--- src/rtl/bus_step_sequencer_pkg.sv ---
// Shared types and constants for the bus step sequencer: FSM states,
// instruction op encodings and bus-source select bit positions.
package bus_step_sequencer_pkg;

   typedef enum logic [2:0] {
      IDLE,
      T0,
      T1,
      T2,
      T3,
      T4,
      T5,
      T6
   } state_t;

   typedef enum logic [1:0] {
      OP_ALU    = 2'b00,
      OP_MULDIV = 2'b01,
      OP_MFHI   = 2'b10,
      OP_MFLO   = 2'b11
   } op_t;

   localparam int unsigned REG_N = 16;
   localparam int unsigned SRC_W = 24;

   // src_sel bit positions above the sixteen general registers
   localparam int unsigned SRC_HI     = 16;
   localparam int unsigned SRC_LO     = 17;
   localparam int unsigned SRC_ZHI    = 18;
   localparam int unsigned SRC_ZLO    = 19;
   localparam int unsigned SRC_PC     = 20;
   localparam int unsigned SRC_MDR    = 21;
   localparam int unsigned SRC_INPORT = 22;
   localparam int unsigned SRC_C      = 23;

   // One-hot bus-source select with a single bit at position idx
   function automatic logic [SRC_W-1:0] src_bit(input int unsigned idx);
      return SRC_W'(1) << idx;
   endfunction

endpackage

--- src/rtl/bus_step_sequencer_if.sv ---
// Handshake and datapath-control bundle between an instruction issuer
// (master) and the bus step sequencer (slave).
interface bus_step_sequencer_if;
   import bus_step_sequencer_pkg::*;

   logic                 start;
   logic [1:0]           op;
   logic [3:0]           ra;
   logic [3:0]           rb;
   logic [3:0]           rc;
   logic                 mem_ready;
   logic [SRC_W-1:0]     src_sel;
   logic [REG_N-1:0]     r_in;
   logic                 MARin;
   logic                 PCin;
   logic                 IncPC;
   logic                 MDRread;
   logic                 IRin;
   logic                 Yin;
   logic                 Zin;
   logic                 HIin;
   logic                 LOin;
   logic                 busy;
   logic                 done;

   modport master (
      output start, op, ra, rb, rc, mem_ready,
      input  src_sel, r_in, MARin, PCin, IncPC, MDRread, IRin, Yin, Zin,
             HIin, LOin, busy, done
   );

   modport slave (
      input  start, op, ra, rb, rc, mem_ready,
      output src_sel, r_in, MARin, PCin, IncPC, MDRread, IRin, Yin, Zin,
             HIin, LOin, busy, done
   );

endinterface

--- src/rtl/bus_step_sequencer_reg_onehot_dec.sv ---
// 4-to-16 register-number decoder with enable; output is all-zero when
// disabled so several instances can be OR-ed onto one select vector.
module reg_onehot_dec
   import bus_step_sequencer_pkg::*;
(
   input  logic [3:0]       idx,
   input  logic             en,
   output logic [REG_N-1:0] onehot
);

   // Single bit at the register number, only when enabled
   always_comb begin
      onehot = '0;
      if (en) onehot[idx] = 1'b1;
   end

endmodule

--- src/rtl/bus_step_sequencer.sv ---
// Bus step sequencer: walks a fetch (T0-T2) and execute (T3-T6) sequence
// per instruction and drives one-hot bus-source selects, register write
// enables and datapath load strobes. All outputs are registered.
module bus_step_sequencer
   import bus_step_sequencer_pkg::*;
(
   input  logic                  clock,
   input  logic                  clear,
   bus_step_sequencer_if.slave   bus
);

   state_t           state;
   state_t           nxt;
   op_t              op_q;
   logic [3:0]       ra_q;
   logic [3:0]       rb_q;
   logic [3:0]       rc_q;

   logic             is_mf;
   logic             rd_rb;
   logic             rd_rc;
   logic             wr_ra;
   logic [REG_N-1:0] dec_rb;
   logic [REG_N-1:0] dec_rc;
   logic [REG_N-1:0] dec_ra;

   logic [SRC_W-1:0] src_n;
   logic             marin_n, pcin_n, incpc_n, mdrread_n, irin_n;
   logic             yin_n, zin_n, hiin_n, loin_n, done_n;

   assign is_mf = (op_q == OP_MFHI) || (op_q == OP_MFLO);

   // Next-state selection; clear overrides everything
   always_comb begin
      nxt = state;
      case (state)
         IDLE:    if (bus.start) nxt = T0;
         T0:      nxt = T1;
         T1:      if (bus.mem_ready) nxt = T2;
         T2:      nxt = T3;
         T3:      nxt = is_mf ? IDLE : T4;
         T4:      nxt = T5;
         T5:      nxt = (op_q == OP_MULDIV) ? T6 : IDLE;
         T6:      nxt = IDLE;
         default: nxt = IDLE;
      endcase
      if (clear) nxt = IDLE;
   end

   // Register-number decode enables for the state being entered
   always_comb begin
      rd_rb = (nxt == T3) && !is_mf;
      rd_rc = (nxt == T4);
      wr_ra = ((nxt == T5) && (op_q == OP_ALU)) || ((nxt == T3) && is_mf);
   end

   reg_onehot_dec u_dec_rb (.idx(rb_q), .en(rd_rb), .onehot(dec_rb));
   reg_onehot_dec u_dec_rc (.idx(rc_q), .en(rd_rc), .onehot(dec_rc));
   reg_onehot_dec u_dec_ra (.idx(ra_q), .en(wr_ra), .onehot(dec_ra));

   // Outputs are decoded from the next state so they can be registered
   // and still line up with the state they belong to
   always_comb begin
      src_n     = {{(SRC_W-REG_N){1'b0}}, dec_rb | dec_rc};
      marin_n   = 1'b0;
      pcin_n    = 1'b0;
      incpc_n   = 1'b0;
      mdrread_n = 1'b0;
      irin_n    = 1'b0;
      yin_n     = 1'b0;
      zin_n     = 1'b0;
      hiin_n    = 1'b0;
      loin_n    = 1'b0;
      done_n    = 1'b0;
      case (nxt)
         T0: begin
            src_n   = src_bit(SRC_PC);
            marin_n = 1'b1;
            incpc_n = 1'b1;
            zin_n   = 1'b1;
         end
         T1: begin
            src_n     = src_bit(SRC_ZLO);
            pcin_n    = 1'b1;
            mdrread_n = 1'b1;
         end
         T2: begin
            src_n  = src_bit(SRC_MDR);
            irin_n = 1'b1;
         end
         T3: begin
            if (is_mf) begin
               src_n  = src_bit((op_q == OP_MFHI) ? SRC_HI : SRC_LO);
               done_n = 1'b1;
            end else begin
               yin_n = 1'b1;
            end
         end
         T4: zin_n = 1'b1;
         T5: begin
            src_n = src_bit(SRC_ZLO);
            if (op_q == OP_MULDIV) loin_n = 1'b1;
            else                   done_n = 1'b1;
         end
         T6: begin
            src_n  = src_bit(SRC_ZHI);
            hiin_n = 1'b1;
            done_n = 1'b1;
         end
         default: src_n = '0;
      endcase
   end

   // State, captured instruction fields and registered outputs
   always_ff @(posedge clock) begin
      if (clear) begin
         state       <= IDLE;
         op_q        <= OP_ALU;
         ra_q        <= '0;
         rb_q        <= '0;
         rc_q        <= '0;
         bus.src_sel <= '0;
         bus.r_in    <= '0;
         bus.MARin   <= 1'b0;
         bus.PCin    <= 1'b0;
         bus.IncPC   <= 1'b0;
         bus.MDRread <= 1'b0;
         bus.IRin    <= 1'b0;
         bus.Yin     <= 1'b0;
         bus.Zin     <= 1'b0;
         bus.HIin    <= 1'b0;
         bus.LOin    <= 1'b0;
         bus.busy    <= 1'b0;
         bus.done    <= 1'b0;
      end else begin
         state <= nxt;
         if (state == IDLE && bus.start) begin
            op_q <= op_t'(bus.op);
            ra_q <= bus.ra;
            rb_q <= bus.rb;
            rc_q <= bus.rc;
         end
         bus.src_sel <= src_n;
         bus.r_in    <= dec_ra;
         bus.MARin   <= marin_n;
         bus.PCin    <= pcin_n;
         bus.IncPC   <= incpc_n;
         bus.MDRread <= mdrread_n;
         bus.IRin    <= irin_n;
         bus.Yin     <= yin_n;
         bus.Zin     <= zin_n;
         bus.HIin    <= hiin_n;
         bus.LOin    <= loin_n;
         bus.busy    <= (nxt != IDLE);
         bus.done    <= done_n;
      end
   end

endmodule

--- src/flat_wrapper.sv ---
// flat-port wrapper written by rule: the top's interface ports become plain ports
module bus_step_sequencer_flat import bus_step_sequencer_pkg::*;
  (clock, clear, bus_start, bus_op, bus_ra, bus_rb, bus_rc, bus_mem_ready, bus_src_sel, bus_r_in, bus_MARin, bus_PCin, bus_IncPC, bus_MDRread, bus_IRin, bus_Yin, bus_Zin, bus_HIin, bus_LOin, bus_busy, bus_done);
  bus_step_sequencer_if bus_i ();
  input  logic clock;
  input  logic clear;
  input wire logic [$bits(bus_i.start)-1:0] bus_start;
  input wire logic [$bits(bus_i.op)-1:0] bus_op;
  input wire logic [$bits(bus_i.ra)-1:0] bus_ra;
  input wire logic [$bits(bus_i.rb)-1:0] bus_rb;
  input wire logic [$bits(bus_i.rc)-1:0] bus_rc;
  input wire logic [$bits(bus_i.mem_ready)-1:0] bus_mem_ready;
  output wire logic [$bits(bus_i.src_sel)-1:0] bus_src_sel;
  output wire logic [$bits(bus_i.r_in)-1:0] bus_r_in;
  output wire logic [$bits(bus_i.MARin)-1:0] bus_MARin;
  output wire logic [$bits(bus_i.PCin)-1:0] bus_PCin;
  output wire logic [$bits(bus_i.IncPC)-1:0] bus_IncPC;
  output wire logic [$bits(bus_i.MDRread)-1:0] bus_MDRread;
  output wire logic [$bits(bus_i.IRin)-1:0] bus_IRin;
  output wire logic [$bits(bus_i.Yin)-1:0] bus_Yin;
  output wire logic [$bits(bus_i.Zin)-1:0] bus_Zin;
  output wire logic [$bits(bus_i.HIin)-1:0] bus_HIin;
  output wire logic [$bits(bus_i.LOin)-1:0] bus_LOin;
  output wire logic [$bits(bus_i.busy)-1:0] bus_busy;
  output wire logic [$bits(bus_i.done)-1:0] bus_done;
  assign bus_i.start = bus_start;
  assign bus_i.op = bus_op;
  assign bus_i.ra = bus_ra;
  assign bus_i.rb = bus_rb;
  assign bus_i.rc = bus_rc;
  assign bus_i.mem_ready = bus_mem_ready;
  assign bus_src_sel = bus_i.src_sel;
  assign bus_r_in = bus_i.r_in;
  assign bus_MARin = bus_i.MARin;
  assign bus_PCin = bus_i.PCin;
  assign bus_IncPC = bus_i.IncPC;
  assign bus_MDRread = bus_i.MDRread;
  assign bus_IRin = bus_i.IRin;
  assign bus_Yin = bus_i.Yin;
  assign bus_Zin = bus_i.Zin;
  assign bus_HIin = bus_i.HIin;
  assign bus_LOin = bus_i.LOin;
  assign bus_busy = bus_i.busy;
  assign bus_done = bus_i.done;
  bus_step_sequencer u_core (.clock(clock), .clear(clear), .bus(bus_i));
endmodule
--- config.mk ---
export PLATFORM = sky130hd
export DESIGN_NAME = bus_step_sequencer_flat
export DESIGN_NICKNAME = d
export VERILOG_FILES = /design/src/rtl/bus_step_sequencer_pkg.sv /design/src/rtl/bus_step_sequencer_if.sv /design/src/rtl/bus_step_sequencer_reg_onehot_dec.sv /design/src/rtl/bus_step_sequencer.sv /design/src/flat_wrapper.sv
export SDC_FILE = /design/constraint.sdc
export NUM_CORES = 1
export LEC_CHECK = 0
export CELL_PAD_IN_SITES_DETAIL_PLACEMENT = 0
export CELL_PAD_IN_SITES_GLOBAL_PLACEMENT = 1
export CORE_AREA = 2 2 90 92
export DETAILED_ROUTE_END_ITERATION = 10
export DIE_AREA = 0 0 92 94
export PLACE_DENSITY = 0.76
export SLEW_MARGIN = 20
export SYNTH_ARGS = -nofsm -noshare
export SYNTH_HDL_FRONTEND = slang
export SYNTH_SLANG_ARGS = --single-unit
--- constraint.sdc ---
create_clock -name clock -period 1.5 [get_ports clock]
set_input_delay 0.3 -clock clock [delete_from_list [all_inputs] [get_ports clock]]
set_output_delay 0.3 -clock clock [all_outputs]
set_load 0.01 [all_outputs]
==> results of run 1 <==
==> registers in the layout, indices dropped and copies added, names as in the netlist, 2 cells and up <==
name,count
u_core.state,3
u_core.bus.src_sel,22
u_core.rc_q,4
u_core.bus.r_in,16
u_core.ra_q,4
u_core.op_q,2
u_core.rb_q,4
==> area by class of cell <==
class / count / area (µm²) / share of cell area
Tap cell: 102 / 128 / 0.0326
Multi-Input combinational cell: 167 / 1200 / 0.306
Timing Repair Buffer: 104 / 1060 / 0.271
Sequential cell: 64 / 1290 / 0.330
Clock inverter: 3 / 40.0 / 0.0102
Clock buffer: 13 / 159 / 0.0406
Inverter: 8 / 32.5 / 0.00832
==> worst max-delay path: stages, from the launching register on <==
cell and delay [ns]:
sky130_fd_sc_hd__dfxtp_2 0.33, sky130_fd_sc_hd__or4b_1 0.53, sky130_fd_sc_hd__a21o_1 0.21, sky130_fd_sc_hd__or3_4 0.38, sky130_fd_sc_hd__nor3_2 0.11
==> power groups by stage <==
| stage | logic (mW) | clock network, mW | registers [mW] |
|---|---|---|---|
| 4_1_cts | 0.488 | 1.51 | 1.83 |
| 5_1_grt | 0.587 | 1.58 | 1.84 |
| 2_1_floorplan | 0.236 | 0 | 1.84 |
| 3_3_place_gp | 0.432 | 0 | 1.86 |
| 3_5_place_dp | 0.438 | 0 | 1.86 |
| 6_report | 0.541 | 1.46 | 1.84 |
==> cell families (layout without fill, tap and decap cells) <==
kind of cell,after synthesis,in the layout,synth area share
AND/OR/NAND/NOR,121,122,0.270
flip-flops,64,64,0.554
AO/OA/AOI/OAI,42,42,0.115
buffers and inverters,27,128,0.0547
other,1,2,0.00162
multiplexers,1,1,0.00433
==> synthesized netlist by cell type (2+ instances only) <==
library cell and instances:
sky130_fd_sc_hd__dfxtp_1 64, sky130_fd_sc_hd__nand2_1 40, sky130_fd_sc_hd__nor2_1 20, sky130_fd_sc_hd__a21oi_1 18, sky130_fd_sc_hd__nor3_1 11, sky130_fd_sc_hd__nand2b_1 10
sky130_fd_sc_hd__clkbuf_1 9, sky130_fd_sc_hd__inv_1 7, sky130_fd_sc_hd__nand3_1 7, sky130_fd_sc_hd__o41ai_1 6, sky130_fd_sc_hd__nand4_1 5, sky130_fd_sc_hd__nor4_1 5
sky130_fd_sc_hd__o21ai_0 5, sky130_fd_sc_hd__buf_4 4, sky130_fd_sc_hd__nand3b_1 4, sky130_fd_sc_hd__nor2b_1 4, sky130_fd_sc_hd__or3_4 4, sky130_fd_sc_hd__buf_1 3
sky130_fd_sc_hd__a22o_1 2, sky130_fd_sc_hd__buf_2 2, sky130_fd_sc_hd__nor4b_1 2, sky130_fd_sc_hd__o21ai_1 2, sky130_fd_sc_hd__or3_1 2
==> repair_timing <==
item,4_1_cts,5_1_grt
setup buffers,4,4
cloned,1,1
pin swaps,6,23
hold endpoints to repair,0,0
gates resized for setup,52,66
setup endpoints to repair,57,71
==> metrics by stage <==
step	std cells	utilization	hold slack, ns	instance area [µm²]
after floorplan	257	-	0.436	2330
after global placement	436	0.428	0.474	3260
after detailed placement	436	0.428	0.479	3260
after CTS	457	0.480	0.485	3650
after global routing	461	0.514	0.504	3910
final	461	0.514	0.487	3910
==> how the worst max path moves through the flow <==
stage | startpoint | endpoint | slack [ns] | cells after the start
floorplan | u_core.op_q[1]$_SDFFE_PP0P_ | u_core.bus.r_in[0]$_SDFF_PP0_ | -0.13 | 5
global placement | clear | u_core.bus.src_sel[15]$_SDFF_PP0_ | -0.45 | 5
detailed placement | clear | u_core.bus.src_sel[15]$_SDFF_PP0_ | -0.52 | 5
CTS | u_core.op_q[1]$_SDFFE_PP0P_ | u_core.bus.r_in[15]$_SDFF_PP0_ | -0.11 | 4
global route | u_core.op_q[1]$_SDFFE_PP0P_ | u_core.bus.r_in[3]$_SDFF_PP0_ | -0.17 | 4
finish | u_core.op_q[1]$_SDFFE_PP0P_ | u_core.bus.r_in[8]$_SDFF_PP0_ | -0.14 | 4
==> metal layers <==
layer,GRT usage,part of all wire
met1,0.174,0.43
met2,0.240,0.49
met3,0.0441,0.055
met4,0.0796,0.023
met5,0,0
==> qor.yml, run 1 <==
global_routing:
  grt_pass1_wl_mm: 9.75
  pin_count_of_the_biggest_net_entering_global_routing: 17
  grt_pass1_vias: 2062
  global_route.usage.total: 0.147
  grt_antenna_before_repair: 0
  remaining_global_route_overflow: 0
yosys:
  netlist-cell-type-count: 43
  syn_area_per_cell_um2: 9.03
  yosys_register_bits: 64
  synth-async-reset-ratio: 0
  synth-edff-count: 0
  post_synth_inst_count: 256
  synth-warning-count: 0
  synth.yosys.seq_area_share: 0.554
  netlist_area_um2: 2310
  synth_flop_cell: "sky130_fd_sc_hd__dfxtp_1"
  synth_top_area_frac: 0.554
  cell_type_with_the_largest_total_area_after_synthesis: "sky130_fd_sc_hd__dfxtp_1"
  yosys-top-cells-area: "sky130_fd_sc_hd__dfxtp_1 55%, sky130_fd_sc_hd__nand2_1 6.5%, sky130_fd_sc_hd__a21oi_1 3.9%"
power_and_ir_drop:
  cell_internal_pwr_mw: 2.88
  clock_power_share: 0.381
  sequentialPowerShare: 0.478
  power.switching_mw: 0.965
  switching_share: 0.251
  finalPower_mw: 3.84
  leakage_power_figure_nw: 2.13
  power_density_nw_per_um2: 982
  max-vdd-ir-drop_uv: 385
  p_comb_frac: 0.141
floorplanning:
  die_width_um: 92
  die_y_um: 94
  core-area_um2: 7610
  initial_core_util: 0.304
  fp.dieArea_um2: 8650
  std_cell_rows: 32
  io_pins: 69
final_layout:
  antenna-diode-count: 0
  mostFrequentLayoutCell: "sky130_fd_sc_hd__dfxtp_1"
  final.fill_count: 689
  layout_cell_share_with_drive_strength_beyond_1: 0.292
  syn2layout_area_growth_pct: 69.2
  final_net_count: 372
  mostFrequentLayoutCells: "59 x sky130_fd_sc_hd__dfxtp_1, 40 x sky130_fd_sc_hd__nand2_1, 32 x sky130_fd_sc_hd__dlymetal6s2s_1"
critical_path:
  worstPathRequired_ns: 1.77
  worst_setup_path_end_kind: "flip-flop"
  path_max_fanout: 4
  path_class: "reg -> reg"
  worst_r2r_startpoint: "u_core.op_q[1]$_SDFFE_PP0P_"
  r2r_setup_slack_ns: -0.14
  r2r_cells: 4
  worstReg2RegEnd: "u_core.bus.r_in[8]$_SDFF_PP0_"
  setup.worst_path.start_class: "flip-flop"
  worst-endpoint-arrival_ns: 1.91
detailed_routing:
  vias_per_cell: 4.72
  dr_total_vias: 2174
  antenna_left: 0
  routedWlPerCell_um: 13.6
  drcViolationCount: 0
  first_iter_violations: 97
  detail_route.first_pass.iterations: 4
  wirelength_mm: 6.25
clocking:
  tritoncts: "done"
  clkTransAtPathRegs_ns: 0.06
  h-tree-depth: 3
  clk-insertion-delay-late_ns: 0.34
  clkSinkCount: 64
  clk_path_buf_depth: 2
  postCtsHoldBufs: 0
  cts_buffers: 9
  clock_tree.root_cell: "sky130_fd_sc_hd__clkbuf_8"
sta:
  timing.clock.skew_ns: 0.00722
  finalCriticalPeriod_ns: 1.64
  timing.fmax_ghz: 0.610
  finalHoldViolations: 0
  final-max-slew-violation-count: 0
  layout_setup_ws_ns: -0.138
  setup-violations-final: 24
  unrepaired_setup_endpoints_after_global_routing: "yes"
  finalSetupTns_ns: -1.89
  fin_crit_sh: 1.09
placed_design:
  gpl.final_weighted_congestion: 0.831
  dp_hpwl_mm: 4.21
  place_worst_setup_slack_ns: -0.525
  numPortBuffers: 66
worst_hold_path:
  whs_path_depth: 2
  min-delay-path-class: "reg -> reg"
  worst_hold_path.endpoint: "u_core.ra_q[0]$_SDFFE_PP0P_"
  hold_start: "u_core.ra_q[0]$_SDFFE_PP0P_"
job:
  maxCapViolations: 0
run_status:
  failed_checks: "negative setup slack"
  run_status: "finished with violations"
No activity file was read; power rests on OpenSTA's default activity.
==> run 2: changes to the inputs <==
CTS_CLUSTER_SIZE = 14   (was not set)
PLACE_DENSITY = 0.82   (was 0.76)
==> run 2 against run 1 <==
Net effect:
- the flow still finishes with violations (negative setup slack)
- fmax up 0.73%
- sequential power about the same
- die area unchanged
- routed wire length up 4.1%
- hold slack worse by 0.029 ns
- global-route usage up 0.45 points
- flip-flop and latch count unchanged
- highest routed layer unchanged
==> qor.yml, run 2 (synthesized netlist as in run 1, its figures left out) <==
final_layout:
  syn2layout_area_growth_pct: 69.5  # was 69.2%
  largest_reg_flops: 22  # unchanged
  final.fill_count: 706  # was 689
  finalNonFillerCells: 464  # was 461
  mostFrequentLayoutCells: "59 x sky130_fd_sc_hd__dfxtp_1, 39 x sky130_fd_sc_hd__nand2_1, 34 x sky130_fd_sc_hd__dlymetal6s2s_1"  # was 59 x sky130_fd_sc_hd__dfxtp_1, 40 x sky130_fd_sc_hd__nand2_1, 32 x sky130_fd_sc_hd__dlymetal6s2s_1
  final_net_count: 375  # was 372
  final_core_utilization: 0.515  # was 0.514
  antenna-diode-count: 0  # unchanged
  multi_input_area_um2: 1150  # was 1200 µm²
  layout_cell_share_with_drive_strength_beyond_1: 0.301  # was 0.292
  largest-register: "u_core.bus.src_sel"  # unchanged
  mostFrequentLayoutCell: "sky130_fd_sc_hd__dfxtp_1"  # unchanged
  reg_top3: "u_core.bus.src_sel: 22 flops, u_core.bus.r_in: 16 flops"  # unchanged
  seqCellArea_um2: 1290  # unchanged
clocking:
  clk_path_buf_depth: 2  # unchanged
  clk-insertion-delay-late_ns: 0.33  # was 0.34 ns
  clkSinkCount: 64  # unchanged
  clock_tree.root_cell: "sky130_fd_sc_hd__clkbuf_8"  # unchanged
  h-tree-depth: 3  # unchanged
  clkTransAtPathRegs_ns: 0.07  # was 0.06 ns
  cts_buffers: 9  # unchanged
  tritoncts: "done"  # unchanged
  postCtsHoldBufs: 0  # unchanged
power_and_ir_drop:
  sequentialPowerShare: 0.474  # was 0.478
  max-vdd-ir-drop_uv: 583  # was 385 µV
  p_comb_frac: 0.145  # was 0.141
  power.switching_mw: 0.971  # was 0.965 mW
  cell_internal_pwr_mw: 2.89  # was 2.88 mW
  power_density_nw_per_um2: 986  # was 982 nW/µm²
  clock_power_share: 0.381  # about the same
  leakage_power_figure_nw: 2.13  # about the same
  switching_share: 0.251  # about the same
global_routing:
  grt_antenna_before_repair: 0  # unchanged
  grt_pass1_vias: 2146  # was 2062
  remaining_global_route_overflow: 0  # unchanged
  grt_pass1_wl_mm: 10.0  # was 9.75 mm
  global_route.usage.total: 0.151  # was 0.147
  pin_count_of_the_biggest_net_entering_global_routing: 13  # was 17
critical_path:
  path_class: "reg -> reg"  # unchanged
  slowest_stage_cell_crit_path: "sky130_fd_sc_hd__or4b_1"  # unchanged
  worst_setup_path_end_kind: "flip-flop"  # unchanged
  critPathTopFamily: "simple AND/OR/NAND/NOR gates"  # unchanged
  worstPathRequired_ns: 1.76  # was 1.77 ns
  r2r_cells: 4  # unchanged
  worst-endpoint-arrival_ns: 1.89  # was 1.91 ns
  worstReg2RegEnd: "u_core.bus.r_in[1]$_SDFF_PP0_"  # was u_core.bus.r_in[8]$_SDFF_PP0_
  worst_r2r_startpoint: "u_core.op_q[1]$_SDFFE_PP0P_"  # unchanged
  cp_num_buf_inv: 0  # unchanged
  worstSetupStartpoint: "u_core.op_q[1]$_SDFFE_PP0P_"  # unchanged
  critical_path_depth: 4  # unchanged
  setup.worst_path.start_class: "flip-flop"  # unchanged
  path_max_fanout: 4  # unchanged
  r2r_setup_slack_ns: -0.13  # was -0.14 ns
  timing.critical_path.slowest_cell_delay_ns: 0.51  # was 0.53 ns
  path_cells: "or4b_1, a21o_1, or3_4, nor3_2"  # unchanged
  timing.critical_path.to: "u_core.bus.r_in[1]$_SDFF_PP0_"  # was u_core.bus.r_in[8]$_SDFF_PP0_
floorplanning:
  fp.dieArea_um2: 8650  # unchanged
  io_pins: 69  # unchanged
  initial_core_util: 0.304  # unchanged
  core-area_um2: 7610  # unchanged
  die_width_um: 92  # unchanged
  die_y_um: 94  # unchanged
  std_cell_rows: 32  # unchanged
detailed_routing:
  routedWlPerCell_um: 14.0  # was 13.6 µm
  wirelength_mm: 6.51  # was 6.25 mm
  drcViolationCount: 0  # unchanged
  antenna_left: 0  # unchanged
  detail_route.first_pass.iterations: 4  # unchanged
  dr_total_vias: 2191  # was 2174
  vias_per_cell: 4.72  # about the same
  first_iter_violations: 67  # was 97
placed_design:
  dp.cells: 442  # was 436
  gpl.final_weighted_congestion: 0.869  # was 0.831
  dp_hpwl_mm: 4.45  # was 4.21 mm
  place_worst_setup_slack_ns: -0.498  # was -0.525 ns
  numPortBuffers: 66  # unchanged
sta:
  fin_crit_sh: 1.08  # was 1.09
  unrepaired_setup_endpoints_after_global_routing: "yes"  # unchanged
  finalHoldViolations: 0  # unchanged
  setup-violations-final: 25  # was 24
  timing.clock.skew_ns: 0.00623  # was 0.00722 ns
  timing.fmax_ghz: 0.615  # was 0.610 GHz
  layout_setup_ws_ns: -0.126  # was -0.138 ns
  hold-worst-slack_ns: 0.458  # was 0.487 ns
  finalCriticalPeriod_ns: 1.63  # was 1.64 ns
  final-max-slew-violation-count: 0  # unchanged
run_status:
  failed_checks: "negative setup slack"  # unchanged
  run_status: "finished with violations"  # unchanged
job:
  maxCapViolations: 0  # unchanged
worst_hold_path:
  min-delay-path-class: "reg -> reg"  # unchanged
[run 2: changes by cell type in the layout (fill, tap and decap cells not counted), sizes merged]
cell,change
buf,+5
clkdlybuf4s15,-1
clkdlybuf4s50,-1
dlygate4sd2,-1
dlymetal6s2s,+2
nor2,-1
[run 2: power groups by stage]
stage,logic (mW),clock network (mW),registers (mW)
2_1_floorplan,0.236,0,1.84
3_3_place_gp,0.461,0,1.86
3_5_place_dp,0.470,0,1.86
4_1_cts,0.523,1.51,1.83
5_1_grt,0.606,1.58,1.84
6_report,0.561,1.47,1.83
[run 2: worst reg2reg max path, stage by stage, from the launching register on]
cell	delay [ns]
sky130_fd_sc_hd__dfxtp_2	0.34
sky130_fd_sc_hd__or4b_1	0.51
sky130_fd_sc_hd__a21o_1	0.21
sky130_fd_sc_hd__or3_4	0.38
sky130_fd_sc_hd__nor3_2	0.12
[run 2: worst min path at each step]
stage | end | cells past startpoint | startpoint | slack [ns]
final | u_core.bus.src_sel[16]$_SDFF_PP0_ | 1 | u_core.op_q[0]$_SDFFE_PP0P_ | 0.46
after global routing | u_core.bus.src_sel[16]$_SDFF_PP0_ | 1 | u_core.op_q[0]$_SDFFE_PP0P_ | 0.49
after CTS | u_core.op_q[1]$_SDFFE_PP0P_ | 3 | bus_op[1] | 0.50
after detailed placement | u_core.bus.src_sel[16]$_SDFF_PP0_ | 1 | u_core.op_q[0]$_SDFFE_PP0P_ | 0.48
after global placement | u_core.bus.src_sel[16]$_SDFF_PP0_ | 1 | u_core.op_q[0]$_SDFFE_PP0P_ | 0.47
after floorplan | u_core.op_q[1]$_SDFFE_PP0P_ | 2 | bus_op[1] | 0.44
[run 2: repair_timing]
action / in CTS / in global routing
pin swaps: 11 / 19
endpoints found under the setup margin: 56 / 75
resized for setup: 49 / 71
setup buffers: 5 / 2
[run 2: layout make-up]
class	instances	area share
flip-flops and latches	64	0.330
inverters	8	0.00767
multi-input cells	166	0.295
clock inverters	3	0.0102
well taps	102	0.0326
repair buffers	108	0.284
clock buffers	13	0.0406
[run 2: metrics by stage]
| stage | TNS [ns] | instance area (µm²) | total power [mW] |
|---|---|---|---|
| floorplan | -1.58 | 2330 | 2.08 |
| global placement | -15.74 | 3300 | 2.32 |
| detailed placement | -16.79 | 3300 | 2.33 |
| CTS | -1.74 | 3690 | 3.86 |
| global route | -3.74 | 3920 | 4.03 |
| finish | -1.80 | 3920 | 3.86 |
[run 2: layer usage]
layer / up-vias / part of all wire / global-route usage
li1: 1080 / - / -
met2: 70 / 0.50 / 0.249
met1: 1031 / 0.44 / 0.181
met4: 0 / 0.016 / 0.0833
met5: - / 0 / 0
met3: 10 / 0.043 / 0.0401
==> run 3: changes to the inputs <==
CORE_AREA = 2 2 93 95   (was 2 2 90 92)
DIE_AREA = 0 0 95 97   (was 0 0 92 94)
PLACE_DENSITY = not set   (was 0.82)
PLACE_DENSITY_LB_ADDON = 0.1   (was not set)
SYNTH_HIERARCHICAL = 1   (was not set)
==> run 3 against run 2 <==
Net effect:
- non-clock buffer count decreased by 1
- critical path depth increased by 3
- clock skew increased by 0.0047 ns
- routed wire length increased by 0.23%
- global-route usage increased by 0.21 points
- the run still ends with negative setup slack left
- combinational power decreased by 6.8%
- synthesized cell count increased by 17%
- cell area increased by 1.3%
==> qor.yml, run 3 <==
floorplanning:
  io_pins: 69  # unchanged
  die_y_um: 97  # was 94 µm
  initial_core_util: 0.319  # was 0.304
  core-area_um2: 8130  # was 7610 µm²
  die_width_um: 95  # was 92 µm
  std_cell_rows: 33  # was 32
  fp.dieArea_um2: 9220  # was 8650 µm²
critical_path:
  path_common_cell: "sky130_fd_sc_hd__nor2_1"
  worstReg2RegEnd: "u_core/bus.src_sel[0]$_SDFF_PP0_"  # was u_core.bus.r_in[1]$_SDFF_PP0_
  worst_r2r_startpoint: "u_core/op_q[1]$_SDFFE_PP0P_"  # was u_core.op_q[1]$_SDFFE_PP0P_
  path_cells: "or4b_4, a21oi_4, nor2b_4, or3b_4, nor3_2, nor2_1, nor2_1"  # was or4b_1, a21o_1, or3_4, nor3_2
  worstPathRequired_ns: 1.79  # was 1.76 ns
  worst-endpoint-arrival_ns: 2.17  # was 1.89 ns
  slowest_stage_cell_crit_path: "sky130_fd_sc_hd__or4b_4"  # was sky130_fd_sc_hd__or4b_1
  worst_setup_path_end_kind: "flip-flop"  # unchanged
  r2r_setup_slack_ns: -0.38  # was -0.13 ns
  setup.worst_path.start_class: "flip-flop"  # unchanged
  timing.critical_path.slowest_cell_delay_ns: 0.54  # was 0.51 ns
  path_class: "reg -> reg"  # unchanged
  r2r_cells: 7  # was 4
  critPathTopFamily: "simple AND/OR/NAND/NOR gates"  # unchanged
  critical_path_depth: 7  # was 4
  cp_num_buf_inv: 0  # unchanged
  path_max_fanout: 4  # unchanged
global_routing:
  pin_count_of_the_biggest_net_entering_global_routing: 27  # was 13
  grt_antenna_before_repair: 0  # unchanged
  global_route.usage.total: 0.154  # was 0.151
  grt_pass1_vias: 2189  # was 2146
  grt_pass1_wl_mm: 10.8  # was 10.0 mm
  remaining_global_route_overflow: 0  # unchanged
power_and_ir_drop:
  leakage_power_figure_nw: 1.69  # was 2.13 nW
  finalPower_mw: 3.82  # was 3.86 mW
  max-vdd-ir-drop_uv: 445  # was 583 µV
  power_density_nw_per_um2: 962  # was 986 nW/µm²
final_layout:
  mostFrequentLayoutCell: "sky130_fd_sc_hd__dfxtp_1"  # unchanged
  reg_top3: "u_core/bus.src_sel: 22 flops, u_core/bus.r_in: 16 flops"  # was u_core.bus.src_sel: 22 flops, u_core.bus.r_in: 16 flops
  mostFrequentLayoutCells: "61 x sky130_fd_sc_hd__dfxtp_1, 55 x sky130_fd_sc_hd__nor2_1, 45 x sky130_fd_sc_hd__dlygate4sd2_1"  # was 59 x sky130_fd_sc_hd__dfxtp_1, 39 x sky130_fd_sc_hd__nand2_1, 34 x sky130_fd_sc_hd__dlymetal6s2s_1
  largest_reg_flops: 22  # unchanged
  finalNonFillerCells: 512  # was 464
  largest-register: "u_core/bus.src_sel"  # was u_core.bus.src_sel
  layout_cell_share_with_drive_strength_beyond_1: 0.300  # was 0.301
  syn2layout_area_growth_pct: 53.2  # was 69.5%
  antenna-diode-count: 0  # unchanged
  final_net_count: 420  # was 375
worst_hold_path:
  hold_start: "bus_rb[1]"  # was u_core.op_q[0]$_SDFFE_PP0P_
  worst_hold_path.endpoint: "u_core/rb_q[1]$_SDFFE_PP0P_"  # was u_core.bus.src_sel[16]$_SDFF_PP0_
  min-delay-path-class: "in -> reg"  # was reg -> reg
  whs_path_depth: 3  # was 1
yosys:
  yosys_register_bits: 64  # unchanged
  synth.top_cells.by_count: "64 x sky130_fd_sc_hd__dfxtp_1, 61 x sky130_fd_sc_hd__nor2_1, 33 x sky130_fd_sc_hd__nand2_1, 20 x sky130_fd_sc_hd__a21oi_1"  # was 64 x sky130_fd_sc_hd__dfxtp_1, 40 x sky130_fd_sc_hd__nand2_1, 20 x sky130_fd_sc_hd__nor2_1, 18 x sky130_fd_sc_hd__a21oi_1, 11 x sky130_fd_sc_hd__nor3_1
  post_synth_inst_count: 299  # was 256
  yosys-top-cells-area: "sky130_fd_sc_hd__dfxtp_1 49%, sky130_fd_sc_hd__nor2_1 8.8%, sky130_fd_sc_hd__nand2_1 4.8%"  # was sky130_fd_sc_hd__dfxtp_1 55%, sky130_fd_sc_hd__nand2_1 6.5%, sky130_fd_sc_hd__a21oi_1 3.9%
  yosys.cell_count.top_type: "sky130_fd_sc_hd__dfxtp_1"  # unchanged
  synth.yosys.seq_area_share: 0.494  # was 0.554
  synth_top_area_frac: 0.494  # was 0.554
  synth_flop_cell: "sky130_fd_sc_hd__dfxtp_1"  # unchanged
  synth-warning-count: 6  # was 0
  cell_type_with_the_largest_total_area_after_synthesis: "sky130_fd_sc_hd__dfxtp_1"  # unchanged
  syn_area_per_cell_um2: 8.67  # was 9.03 µm²
  synth-async-reset-ratio: 0  # unchanged
  netlist_area_um2: 2590  # was 2310 µm²
  netlist-cell-type-count: 40  # was 43
  synth-edff-count: 0  # unchanged
clocking:
  clkTransAtPathRegs_ns: 0.08  # was 0.07 ns
  h-tree-depth: 3  # unchanged
  clk_path_buf_depth: 2  # unchanged
  tritoncts: "done"  # unchanged
  postCtsHoldBufs: 0  # unchanged
  cts_buffers: 9  # unchanged
  clkSinkCount: 64  # unchanged
  clk-insertion-delay-late_ns: 0.35  # was 0.33 ns
  clock_tree.root_cell: "sky130_fd_sc_hd__clkbuf_8"  # unchanged
detailed_routing:
  vias_per_cell: 4.50  # was 4.72
  routedWlPerCell_um: 12.7  # was 14.0 µm
  detail_route.first_pass.iterations: 4  # unchanged
  wirelength_mm: 6.53  # was 6.51 mm
  antenna_left: 0  # unchanged
  drcViolationCount: 0  # unchanged
  dr_total_vias: 2304  # was 2191
  first_iter_violations: 69  # was 67
sta:
  finalHoldViolations: 0  # unchanged
  setup-violations-final: 32  # was 25
  timing.clock.skew_ns: 0.0109  # was 0.00623 ns
  fin_crit_sh: 1.25  # was 1.08
  layout_setup_ws_ns: -0.381  # was -0.126 ns
  finalCriticalPeriod_ns: 1.88  # was 1.63 ns
  final-max-slew-violation-count: 0  # unchanged
  timing.fmax_ghz: 0.532  # was 0.615 GHz
  unrepaired_setup_endpoints_after_global_routing: "yes"  # unchanged
placed_design:
  dp_hpwl_mm: 4.50  # was 4.45 mm
  gpl.final_weighted_congestion: 0.822  # was 0.869
  numPortBuffers: 66  # unchanged
  dp.cells: 490  # was 442
run_status:
  failed_checks: "negative setup slack"  # unchanged
  run_status: "finished with violations"  # unchanged
job:
  maxCapViolations: 0  # unchanged
==> run 3: power by group <==
group          internal, mW  leakage [nW]  switching, mW  total [mW]
Sequential             1.76         0.520         0.0605        1.82
Combinational         0.255          1.08          0.267       0.523
Clock                 0.766        0.0916          0.713        1.48
Total                  2.78          1.69           1.04        3.82
==> run 3: cell families (layout without fill, tap and decap cells) <==
group                     count (synthesis)  after routing  share of synthesized area
AOI/OAI and AO/OA                        30             30                     0.0681
xor gates and xnor gates                  1              1                    0.00338
other                                     1              2                    0.00145
and+or+nand+nor                         182            182                      0.384
DFF                                      64             64                      0.494
muxes                                     1              1                    0.00386
buffers and inverters                    20            127                     0.0444
==> run 3: area by class of cell <==
class                   count  area, µm²
repair buffers            107        977
clock buffers               9        124
multi-input cells         216       1370
inverters                   4       15.0
fillers                   817       4170
well taps                 105        131
flip-flops and latches     64       1280
clock inverters             7       71.3
==> run 3: worst max path at each step <==
stage,start,to,slack (ns)
6_report,u_core/op_q[1]$_SDFFE_PP0P_,u_core/bus.src_sel[0]$_SDFF_PP0_,-0.38
5_1_grt,u_core/op_q[1]$_SDFFE_PP0P_,u_core/bus.src_sel[0]$_SDFF_PP0_,-0.47
4_1_cts,u_core/op_q[1]$_SDFFE_PP0P_,u_core/bus.src_sel[0]$_SDFF_PP0_,-0.40
3_5_place_dp,clear,u_core/bus.src_sel[0]$_SDFF_PP0_,-0.74
3_3_place_gp,bus_mem_ready,u_core/bus.src_sel[0]$_SDFF_PP0_,-0.65
2_1_floorplan,u_core/state[0]$_SDFF_PP0_,u_core/bus.src_sel[0]$_SDFF_PP0_,-0.43
==> run 3: timing repair <==
action | CTS | global route
resized for setup | 77 | 22
pin swaps | 16 | 8
gates cloned | 1 | 1
endpoints found under the setup margin | 93 | 55
setup buffers | 3 | 3
==> run 3: through the flow <==
stage | setup TNS (ns) | hold slack (ns) | setup slack [ns] | utilization | cell area [µm²]
after floorplan | -4.46 | 0.436 | -0.427 | - | 2630
after global placement | -21.01 | 0.482 | -0.646 | 0.441 | 3590
after detailed placement | -23.31 | 0.490 | -0.738 | 0.441 | 3590
after CTS | -7.90 | 0.478 | -0.405 | 0.476 | 3870
after global routing | -10.26 | 0.511 | -0.468 | 0.488 | 3970
final | -6.43 | 0.492 | -0.381 | 0.488 | 3970
==> run 3: worst reg2reg max path: stages (launching register included) <==
cell	delay [ns]
sky130_fd_sc_hd__dfxtp_1	0.32
sky130_fd_sc_hd__or4b_4	0.54
sky130_fd_sc_hd__a21oi_4	0.15
sky130_fd_sc_hd__nor2b_4	0.16
sky130_fd_sc_hd__or3b_4	0.41
sky130_fd_sc_hd__nor3_2	0.11
sky130_fd_sc_hd__nor2_1	0.06
sky130_fd_sc_hd__nor2_1	0.08
==> run 3: metal layers <==
layer  global-route usage  wire (µm)  vias up
met4               0.0836        137        0
li1                     -          -     1184
met5                    0          0        -
met3               0.0421        364       11
met1                0.211       3240     1045
met2                0.216       2790       64
